==> src/rtl/hazard_stall_forward_if.sv <==
// Hazard unit bus: D-stage timing codes in, stall/forward selects out.
// The decoder side holds the master modport, the hazard unit the slave modport.
interface hazard_stall_forward_if;
  logic [4:0] D_rs;
  logic [4:0] D_rt;
  logic [1:0] D_Tuse1;
  logic [1:0] D_Tuse2;
  logic [4:0] D_wa;
  logic [1:0] D_Tnew;
  logic       D_md;
  logic       D_md_div;
  logic       D_hilo;
  logic       stall;
  logic [1:0] fwd_D_rs;
  logic [1:0] fwd_D_rt;
  logic [1:0] fwd_E_rs;
  logic [1:0] fwd_E_rt;
  logic       fwd_M_rt;
  logic       md_busy;

  modport master (
    output D_rs, D_rt, D_Tuse1, D_Tuse2, D_wa, D_Tnew, D_md, D_md_div, D_hilo,
    input  stall, fwd_D_rs, fwd_D_rt, fwd_E_rs, fwd_E_rt, fwd_M_rt, md_busy
  );

  modport slave (
    input  D_rs, D_rt, D_Tuse1, D_Tuse2, D_wa, D_Tnew, D_md, D_md_div, D_hilo,
    output stall, fwd_D_rs, fwd_D_rt, fwd_E_rs, fwd_E_rt, fwd_M_rt, md_busy
  );
endinterface

==> src/rtl/hazard_stall_forward.sv <==
// Pipeline hazard unit: tracks in-flight destinations through E/M/W using
// Tnew/Tuse timing codes, decides stall versus forward, and runs the
// mult/div busy counter together with the HI/LO interlock.
module hazard_stall_forward #(
  parameter int MULT_LAT = 5,
  parameter int DIV_LAT  = 10
) (
  input logic                  clk,
  input logic                  reset_n,
  hazard_stall_forward_if.slave hz
);

  localparam int MAX_LAT = (DIV_LAT > MULT_LAT) ? DIV_LAT : MULT_LAT;
  localparam int CNT_W   = $clog2(MAX_LAT + 1);

  // E record
  logic [4:0]       e_wa_q, e_wa_d;
  logic [1:0]       e_tnew_q, e_tnew_d;
  logic [4:0]       e_rs_q, e_rs_d;
  logic [4:0]       e_rt_q, e_rt_d;
  logic             e_md_q, e_md_d;
  logic             e_div_q, e_div_d;
  // M record
  logic [4:0]       m_wa_q, m_wa_d;
  logic [1:0]       m_tnew_q, m_tnew_d;
  logic [4:0]       m_rt_q, m_rt_d;
  // W record
  logic [4:0]       w_wa_q, w_wa_d;
  // mult/div busy counter
  logic [CNT_W-1:0] md_cnt_q, md_cnt_d;

  logic       stall;
  logic       data_stall;
  logic       md_stall;
  logic       md_busy;
  logic [1:0] fwd_d_rs;
  logic [1:0] fwd_d_rt;
  logic [1:0] fwd_e_rs;
  logic [1:0] fwd_e_rt;
  logic       fwd_m_rt;

  // A source stalls when a producer in E or M will not have its result ready in time.
  function automatic logic data_hazard(
    input logic [4:0] addr,
    input logic [1:0] tuse,
    input logic [4:0] e_wa,
    input logic [1:0] e_tnew,
    input logic [4:0] m_wa,
    input logic [1:0] m_tnew
  );
    data_hazard = 1'b0;
    if (addr != 5'd0 && tuse != 2'd3) begin
      if (e_wa == addr && e_tnew > tuse) data_hazard = 1'b1;
      if (m_wa == addr && m_tnew > tuse) data_hazard = 1'b1;
    end
  endfunction

  // D-stage bypass select, nearest ready producer wins.
  function automatic logic [1:0] d_fwd_sel(
    input logic [4:0] addr,
    input logic [4:0] e_wa,
    input logic [1:0] e_tnew,
    input logic [4:0] m_wa,
    input logic [1:0] m_tnew,
    input logic [4:0] w_wa
  );
    d_fwd_sel = 2'd0;
    if (addr != 5'd0) begin
      if (e_wa == addr && e_tnew == 2'd0)      d_fwd_sel = 2'd1;
      else if (m_wa == addr && m_tnew == 2'd0) d_fwd_sel = 2'd2;
      else if (w_wa == addr)                   d_fwd_sel = 2'd3;
    end
  endfunction

  // E-stage bypass select, M beats W.
  function automatic logic [1:0] e_fwd_sel(
    input logic [4:0] addr,
    input logic [4:0] m_wa,
    input logic [1:0] m_tnew,
    input logic [4:0] w_wa
  );
    e_fwd_sel = 2'd0;
    if (addr != 5'd0) begin
      if (m_wa == addr && m_tnew == 2'd0) e_fwd_sel = 2'd2;
      else if (w_wa == addr)              e_fwd_sel = 2'd3;
    end
  endfunction

  // Stall decision and forwarding selects, all from the records and D inputs.
  always_comb begin
    md_busy    = (md_cnt_q != '0);
    data_stall = data_hazard(hz.D_rs, hz.D_Tuse1, e_wa_q, e_tnew_q, m_wa_q, m_tnew_q) |
                 data_hazard(hz.D_rt, hz.D_Tuse2, e_wa_q, e_tnew_q, m_wa_q, m_tnew_q);
    md_stall   = (hz.D_md | hz.D_hilo) & (md_busy | e_md_q);
    stall      = data_stall | md_stall;
    fwd_d_rs   = d_fwd_sel(hz.D_rs, e_wa_q, e_tnew_q, m_wa_q, m_tnew_q, w_wa_q);
    fwd_d_rt   = d_fwd_sel(hz.D_rt, e_wa_q, e_tnew_q, m_wa_q, m_tnew_q, w_wa_q);
    fwd_e_rs   = e_fwd_sel(e_rs_q, m_wa_q, m_tnew_q, w_wa_q);
    fwd_e_rt   = e_fwd_sel(e_rt_q, m_wa_q, m_tnew_q, w_wa_q);
    fwd_m_rt   = (m_rt_q != 5'd0) && (w_wa_q == m_rt_q);
  end

  // Next record state: D enters E unless stalled (bubble), E ages into M, M into W.
  always_comb begin
    if (stall) begin
      e_wa_d   = 5'd0;
      e_tnew_d = 2'd0;
      e_rs_d   = 5'd0;
      e_rt_d   = 5'd0;
      e_md_d   = 1'b0;
      e_div_d  = 1'b0;
    end else begin
      e_wa_d   = hz.D_wa;
      e_tnew_d = hz.D_Tnew;
      e_rs_d   = hz.D_rs;
      e_rt_d   = hz.D_rt;
      e_md_d   = hz.D_md;
      e_div_d  = hz.D_md & hz.D_md_div;
    end
    m_wa_d   = e_wa_q;
    m_tnew_d = (e_tnew_q == 2'd0) ? 2'd0 : e_tnew_q - 2'd1;
    m_rt_d   = e_rt_q;
    w_wa_d   = m_wa_q;
  end

  // Busy counter loads when a mult/div sits in E, then counts down to idle.
  always_comb begin
    md_cnt_d = md_cnt_q;
    if (e_md_q)                md_cnt_d = e_div_q ? CNT_W'(DIV_LAT) : CNT_W'(MULT_LAT);
    else if (md_cnt_q != '0)   md_cnt_d = md_cnt_q - 1'b1;
  end

  // Record and counter flops; reset empties the pipeline view and aborts any md count.
  always_ff @(posedge clk or negedge reset_n) begin
    if (!reset_n) begin
      e_wa_q   <= 5'd0;
      e_tnew_q <= 2'd0;
      e_rs_q   <= 5'd0;
      e_rt_q   <= 5'd0;
      e_md_q   <= 1'b0;
      e_div_q  <= 1'b0;
      m_wa_q   <= 5'd0;
      m_tnew_q <= 2'd0;
      m_rt_q   <= 5'd0;
      w_wa_q   <= 5'd0;
      md_cnt_q <= '0;
    end else begin
      e_wa_q   <= e_wa_d;
      e_tnew_q <= e_tnew_d;
      e_rs_q   <= e_rs_d;
      e_rt_q   <= e_rt_d;
      e_md_q   <= e_md_d;
      e_div_q  <= e_div_d;
      m_wa_q   <= m_wa_d;
      m_tnew_q <= m_tnew_d;
      m_rt_q   <= m_rt_d;
      w_wa_q   <= w_wa_d;
      md_cnt_q <= md_cnt_d;
    end
  end

  assign hz.stall    = stall;
  assign hz.fwd_D_rs = fwd_d_rs;
  assign hz.fwd_D_rt = fwd_d_rt;
  assign hz.fwd_E_rs = fwd_e_rs;
  assign hz.fwd_E_rt = fwd_e_rt;
  assign hz.fwd_M_rt = fwd_m_rt;
  assign hz.md_busy  = md_busy;

endmodule

==> src/flat_wrapper.sv <==
// flat-port wrapper written by rule: the top's interface ports become plain ports
module hazard_stall_forward_flat 
#(
  parameter int MULT_LAT = 5,
  parameter int DIV_LAT  = 10
)
  (clk, reset_n, hz_D_rs, hz_D_rt, hz_D_Tuse1, hz_D_Tuse2, hz_D_wa, hz_D_Tnew, hz_D_md, hz_D_md_div, hz_D_hilo, hz_stall, hz_fwd_D_rs, hz_fwd_D_rt, hz_fwd_E_rs, hz_fwd_E_rt, hz_fwd_M_rt, hz_md_busy);
  hazard_stall_forward_if hz_i ();
  input logic clk;
  input logic reset_n;
  input wire logic [$bits(hz_i.D_rs)-1:0] hz_D_rs;
  input wire logic [$bits(hz_i.D_rt)-1:0] hz_D_rt;
  input wire logic [$bits(hz_i.D_Tuse1)-1:0] hz_D_Tuse1;
  input wire logic [$bits(hz_i.D_Tuse2)-1:0] hz_D_Tuse2;
  input wire logic [$bits(hz_i.D_wa)-1:0] hz_D_wa;
  input wire logic [$bits(hz_i.D_Tnew)-1:0] hz_D_Tnew;
  input wire logic [$bits(hz_i.D_md)-1:0] hz_D_md;
  input wire logic [$bits(hz_i.D_md_div)-1:0] hz_D_md_div;
  input wire logic [$bits(hz_i.D_hilo)-1:0] hz_D_hilo;
  output wire logic [$bits(hz_i.stall)-1:0] hz_stall;
  output wire logic [$bits(hz_i.fwd_D_rs)-1:0] hz_fwd_D_rs;
  output wire logic [$bits(hz_i.fwd_D_rt)-1:0] hz_fwd_D_rt;
  output wire logic [$bits(hz_i.fwd_E_rs)-1:0] hz_fwd_E_rs;
  output wire logic [$bits(hz_i.fwd_E_rt)-1:0] hz_fwd_E_rt;
  output wire logic [$bits(hz_i.fwd_M_rt)-1:0] hz_fwd_M_rt;
  output wire logic [$bits(hz_i.md_busy)-1:0] hz_md_busy;
  assign hz_i.D_rs = hz_D_rs;
  assign hz_i.D_rt = hz_D_rt;
  assign hz_i.D_Tuse1 = hz_D_Tuse1;
  assign hz_i.D_Tuse2 = hz_D_Tuse2;
  assign hz_i.D_wa = hz_D_wa;
  assign hz_i.D_Tnew = hz_D_Tnew;
  assign hz_i.D_md = hz_D_md;
  assign hz_i.D_md_div = hz_D_md_div;
  assign hz_i.D_hilo = hz_D_hilo;
  assign hz_stall = hz_i.stall;
  assign hz_fwd_D_rs = hz_i.fwd_D_rs;
  assign hz_fwd_D_rt = hz_i.fwd_D_rt;
  assign hz_fwd_E_rs = hz_i.fwd_E_rs;
  assign hz_fwd_E_rt = hz_i.fwd_E_rt;
  assign hz_fwd_M_rt = hz_i.fwd_M_rt;
  assign hz_md_busy = hz_i.md_busy;
  hazard_stall_forward #(.MULT_LAT(MULT_LAT), .DIV_LAT(DIV_LAT)) u_core (.clk(clk), .reset_n(reset_n), .hz(hz_i));
endmodule
==> config.mk <==
export PLATFORM = sky130hd
export DESIGN_NAME = hazard_stall_forward_flat
export DESIGN_NICKNAME = d
export VERILOG_FILES = /design/src/rtl/hazard_stall_forward_if.sv /design/src/rtl/hazard_stall_forward.sv /design/src/flat_wrapper.sv
export SDC_FILE = /design/constraint.sdc
export NUM_CORES = 1
export LEC_CHECK = 0
export CORE_AREA = 2 2 72 81
export DETAILED_ROUTE_END_ITERATION = 10
export DIE_AREA = 0 0 74 83
export PLACE_DENSITY_LB_ADDON = 0.25
export REMOVE_ABC_BUFFERS = 1
export SYNTH_ARGS = -nofsm -noshare
export SYNTH_HDL_FRONTEND = slang
export SYNTH_SLANG_ARGS = --single-unit
==> constraint.sdc <==
create_clock -name clk -period 1.64 [get_ports clk]
set_input_delay 0.246 -clock clk [delete_from_list [all_inputs] [get_ports clk]]
set_output_delay 0.246 -clock clk [all_outputs]
set_load 0.01 [all_outputs]
==> flow_metrics.py <==
metrics = {
    "grt": {
        "grt_usage_pct": 24.2,
        "grt-ovfl-total": 0,
        "grt_pass1_wl_um": 11400,
        "grt_pass1_vias": 2382,
        "grt_max_degree": 22,
        "grt_antenna_before_repair": 0,
    },
    "route": {
        "drtIter0Drc": 115,
        "via_per_inst": 5.66,
        "drtAntennaViolNets": 0,
        "drc_errors": 0,
        "wl_per_cell_um": 19.0,
        "drtPass1Iterations": 4,
        "via_count": 2439,
        "wl_um": 8200,
    },
    "power": {
        "vdd_drop_max_v": 0.000856,
        "p_total_mw": 4.18,
        "power_density_nw_per_um2": 1070,
        "total_leakage_power_nw": 1.76,
    },
    "synth": {
        "synth_area_leaders": "dfrtp_1, xnor2_1, xor2_1, ha_1, nor4_2",
        "syn_inst": 252,
        "avgSynthCellArea_um2": 10.1,
        "syn_area_um2": 2540,
        "ys_seq_elements": 40,
        "synth_ff_type": "dfrtp_1",
        "synthDistinctLibCells": 39,
        "async_reset_ff_share_pct": 100,
        "synth.area.mux_share_pct": 0,
        "synth_xor_area_share_pct": 19.3,
        "synthAdderAreaFrac_pct": 4.93,
        "synth_top_family_by_area": "simple AND/OR/NAND/NOR gates",
        "synth-compound-area-share_pct": 10.7,
        "netlist.area_leader.share_pct": 39.5,
        "ys_seq_area_share_pct": 39.5,
        "synth_edf_count": 0,
        "synth_largest_area_cell": "dfrtp_1",
        "yosys.area_share.simple_pct": 20.0,
        "yosys_warnings": 0,
    },
    "finish": {
        "fillCellCount": 344,
        "drive_gt1_share_pct": 43.3,
        "multiInputGateArea_um2": 1680,
        "seqCellArea_um2": 1000,
        "nets": 391,
        "diodes": 0,
        "area_growth_syn_to_layout_pct": 53.6,
    },
    "critical_path": {
        "crit_fanout": 2,
        "crit_type": "reg -> out",
        "startpoint_type": "register",
        "arrival_ps": 2090,
        "crit_required_ps": 1390,
        "end_kind": "output pin",
    },
    "run_status": {
        "violations": "setup timing",
        "status": "finished, violations left",
    },
    "sta": {
        "post-route-period-util_pct": 143,
        "fmax_ghz": 0.427,
        "holdWs_ps": 361,
        "drv_slew": 0,
        "min_period_ps": 2340,
        "hold_viol_final": 0,
        "setup_violations": 29,
        "worst_pin_slew_ps": 482,
        "skew_ps": 12.2,
        "layout_setup_ws_ps": -700,
        "relSlewSlack_pct": 67.9,
        "tns_ps": -12390,
        "rsz0062_at_grt": "yes",
    },
    "die": {
        "core_um2": 5290,
        "dieArea_um2": 6140,
        "die_y_um": 83,
        "die_x_um": 74,
        "initial_core_util_pct": 47.9,
        "rows": 28,
        "ios": 37,
    },
    "worst_hold_path": {
        "hold_path_class": "in -> reg",
    },
    "cts": {
        "path_clk_slew_ps": 90,
        "cts.sinks": 40,
        "cts_max_level": 2,
        "clockBufferDepth": 2,
        "cts_buffers": 5,
        "insertion_delay_ps": 310,
        "cts_tree": "done",
        "clockRootBuffer": "clkbuf_8",
    },
    "placed_design": {
        "globalplace.congestion": 0.845,
        "port_buffers": 36,
        "detailed_place_hpwl_um": 4960,
    },
    "run": {
        "cap_violations": 0,
    },
}
==> layout make-up <==
| class | instances | area share (%) |
|---|---|---|
| Inverter | 11 | 1.06 |
| Clock inverter | 3 | 1.19 |
| Timing Repair Buffer | 113 | 24.7 |
| Sequential cell | 40 | 25.7 |
| Clock buffer | 5 | 1.77 |
| Tap cell | 75 | 2.41 |
| Multi-Input combinational cell | 184 | 43.2 |
==> state kept, by name, summed over array words and instances, names as in the netlist <==
| signal | count |
|---|---|
| u_core.m_tnew_q | 2 |
| u_core.e_tnew_q | 2 |
| u_core.m_rt_q | 5 |
| u_core.e_div_q | 1 |
| u_core.w_wa_q | 5 |
| u_core.e_rs_q | 5 |
| u_core.e_rt_q | 5 |
| u_core.m_wa_q | 5 |
| u_core.e_wa_q | 5 |
| u_core.e_md_q | 1 |
| u_core.md_cnt_q | 4 |
==> path summary, 6_finish.rpt <==
| check | cells after the start | slack (ps) | end | from |
|---|---|---|---|---|
| max | 8 | -700 | hz_stall | u_core.e_wa_q[0]$_DFF_PN0_ |
| max in group asynchronous | 3 | 700 | u_core.e_tnew_q[1]$_DFF_PN0_ | reset_n |
| min reg2reg | 0 | 460 | u_core.m_wa_q[4]$_DFF_PN0_ | u_core.e_wa_q[4]$_DFF_PN0_ |
| min | 3 | 360 | u_core.e_rs_q[4]$_DFF_PN0_ | hz_D_rs[4] |
| min in group asynchronous | 2 | 450 | u_core.md_cnt_q[1]$_DFFE_PN0N_ | reset_n |
| max reg2reg | 8 | -420 | u_core.e_div_q$_DFF_PN0_ | u_core.m_wa_q[2]$_DFF_PN0_ |
==> cell usage in the layout (no fill, tap or decap), types with 4 or more instances in the layout <==
cell type / n
o21ai_0: 9
xnor2_2: 4
xor2_1: 24
nor4_2: 8
nor4_1: 9
xnor2_1: 26
nor2_1: 10
inv_2: 5
a21oi_2: 5
nor4_4: 5
ha_1: 7
clkbuf_8: 5
dfrtp_1: 39
buf_6: 15
dlygate4sd2_1: 7
buf_4: 60
clkdlybuf4s50_1: 12
nand2_1: 4
nand3_1: 5
buf_2: 13
o21ai_1: 10
inv_1: 6
==> synth_stat cells (3+ instances only) <==
library cell,instances
nand3_1,6
o21ai_1,11
o31ai_1,3
xor2_1,26
nor4_1,12
buf_2,5
nand4_1,3
o21ai_0,9
buf_6,3
nand2_1,4
dfrtp_1,40
ha_1,10
nor2_1,11
clkbuf_1,7
or3_1,3
or4_1,3
xnor2_1,30
nor3_1,6
inv_1,11
a21oi_1,8
nor4_2,10
==> critical path: stages (launching register included) <==
cell and delay (ps):
dfrtp_1 390, xor2_1 240, nor3_2 90, nand3_2 130, buf_4 130, buf_4 100, nor2_1 40, or4_4 520
buf_6 140
==> kinds of logic after synthesis <==
family                     after synthesis
and+or+nand+nor                         74
xor gates and xnor gates                56
AOI/OAI and AO/OA                       44
DFF                                     40
buffers and inverters                   28
adders and majority gates               10
==> report_power, final <==
part	leakage, nW	switching, mW	total (mW)	internal (mW)
logic	1.18	0.932	2.00	1.07
registers	0.527	0.163	1.33	1.16
clock network	0.0548	0.395	0.853	0.459
total	1.76	1.49	4.18	2.69
==> stage by stage <==
stage	util, %	setup WS [ps]	cell area (um^2)	std cells
floorplan	-	-2200	2440	235
global placement	63.2	-1200	3340	404
detailed placement	63.2	-1210	3340	404
CTS	69.6	-602	3680	427
global route	73.6	-768	3890	431
finish	73.6	-700	3890	431
==> repair_timing <==
item,in CTS,in global routing
resized for setup,111,31
setup buffers,15,6
hold endpoints to repair,19,0
pin swaps,27,25
hold buffers,1,0
setup endpoints to repair,30,29
cloned,0,2
==> metal layers <==
layer / vias up / global-route usage [%] / share of wire [%]
met4: 0 / 7.44 / 3.3
met2: 111 / 41.6 / 52
met1: 1198 / 30.1 / 39
li1: 1099 / - / -
met3: 31 / 4.61 / 6.2
met5: - / 0 / 0
(Power assumes the default switching activity.)
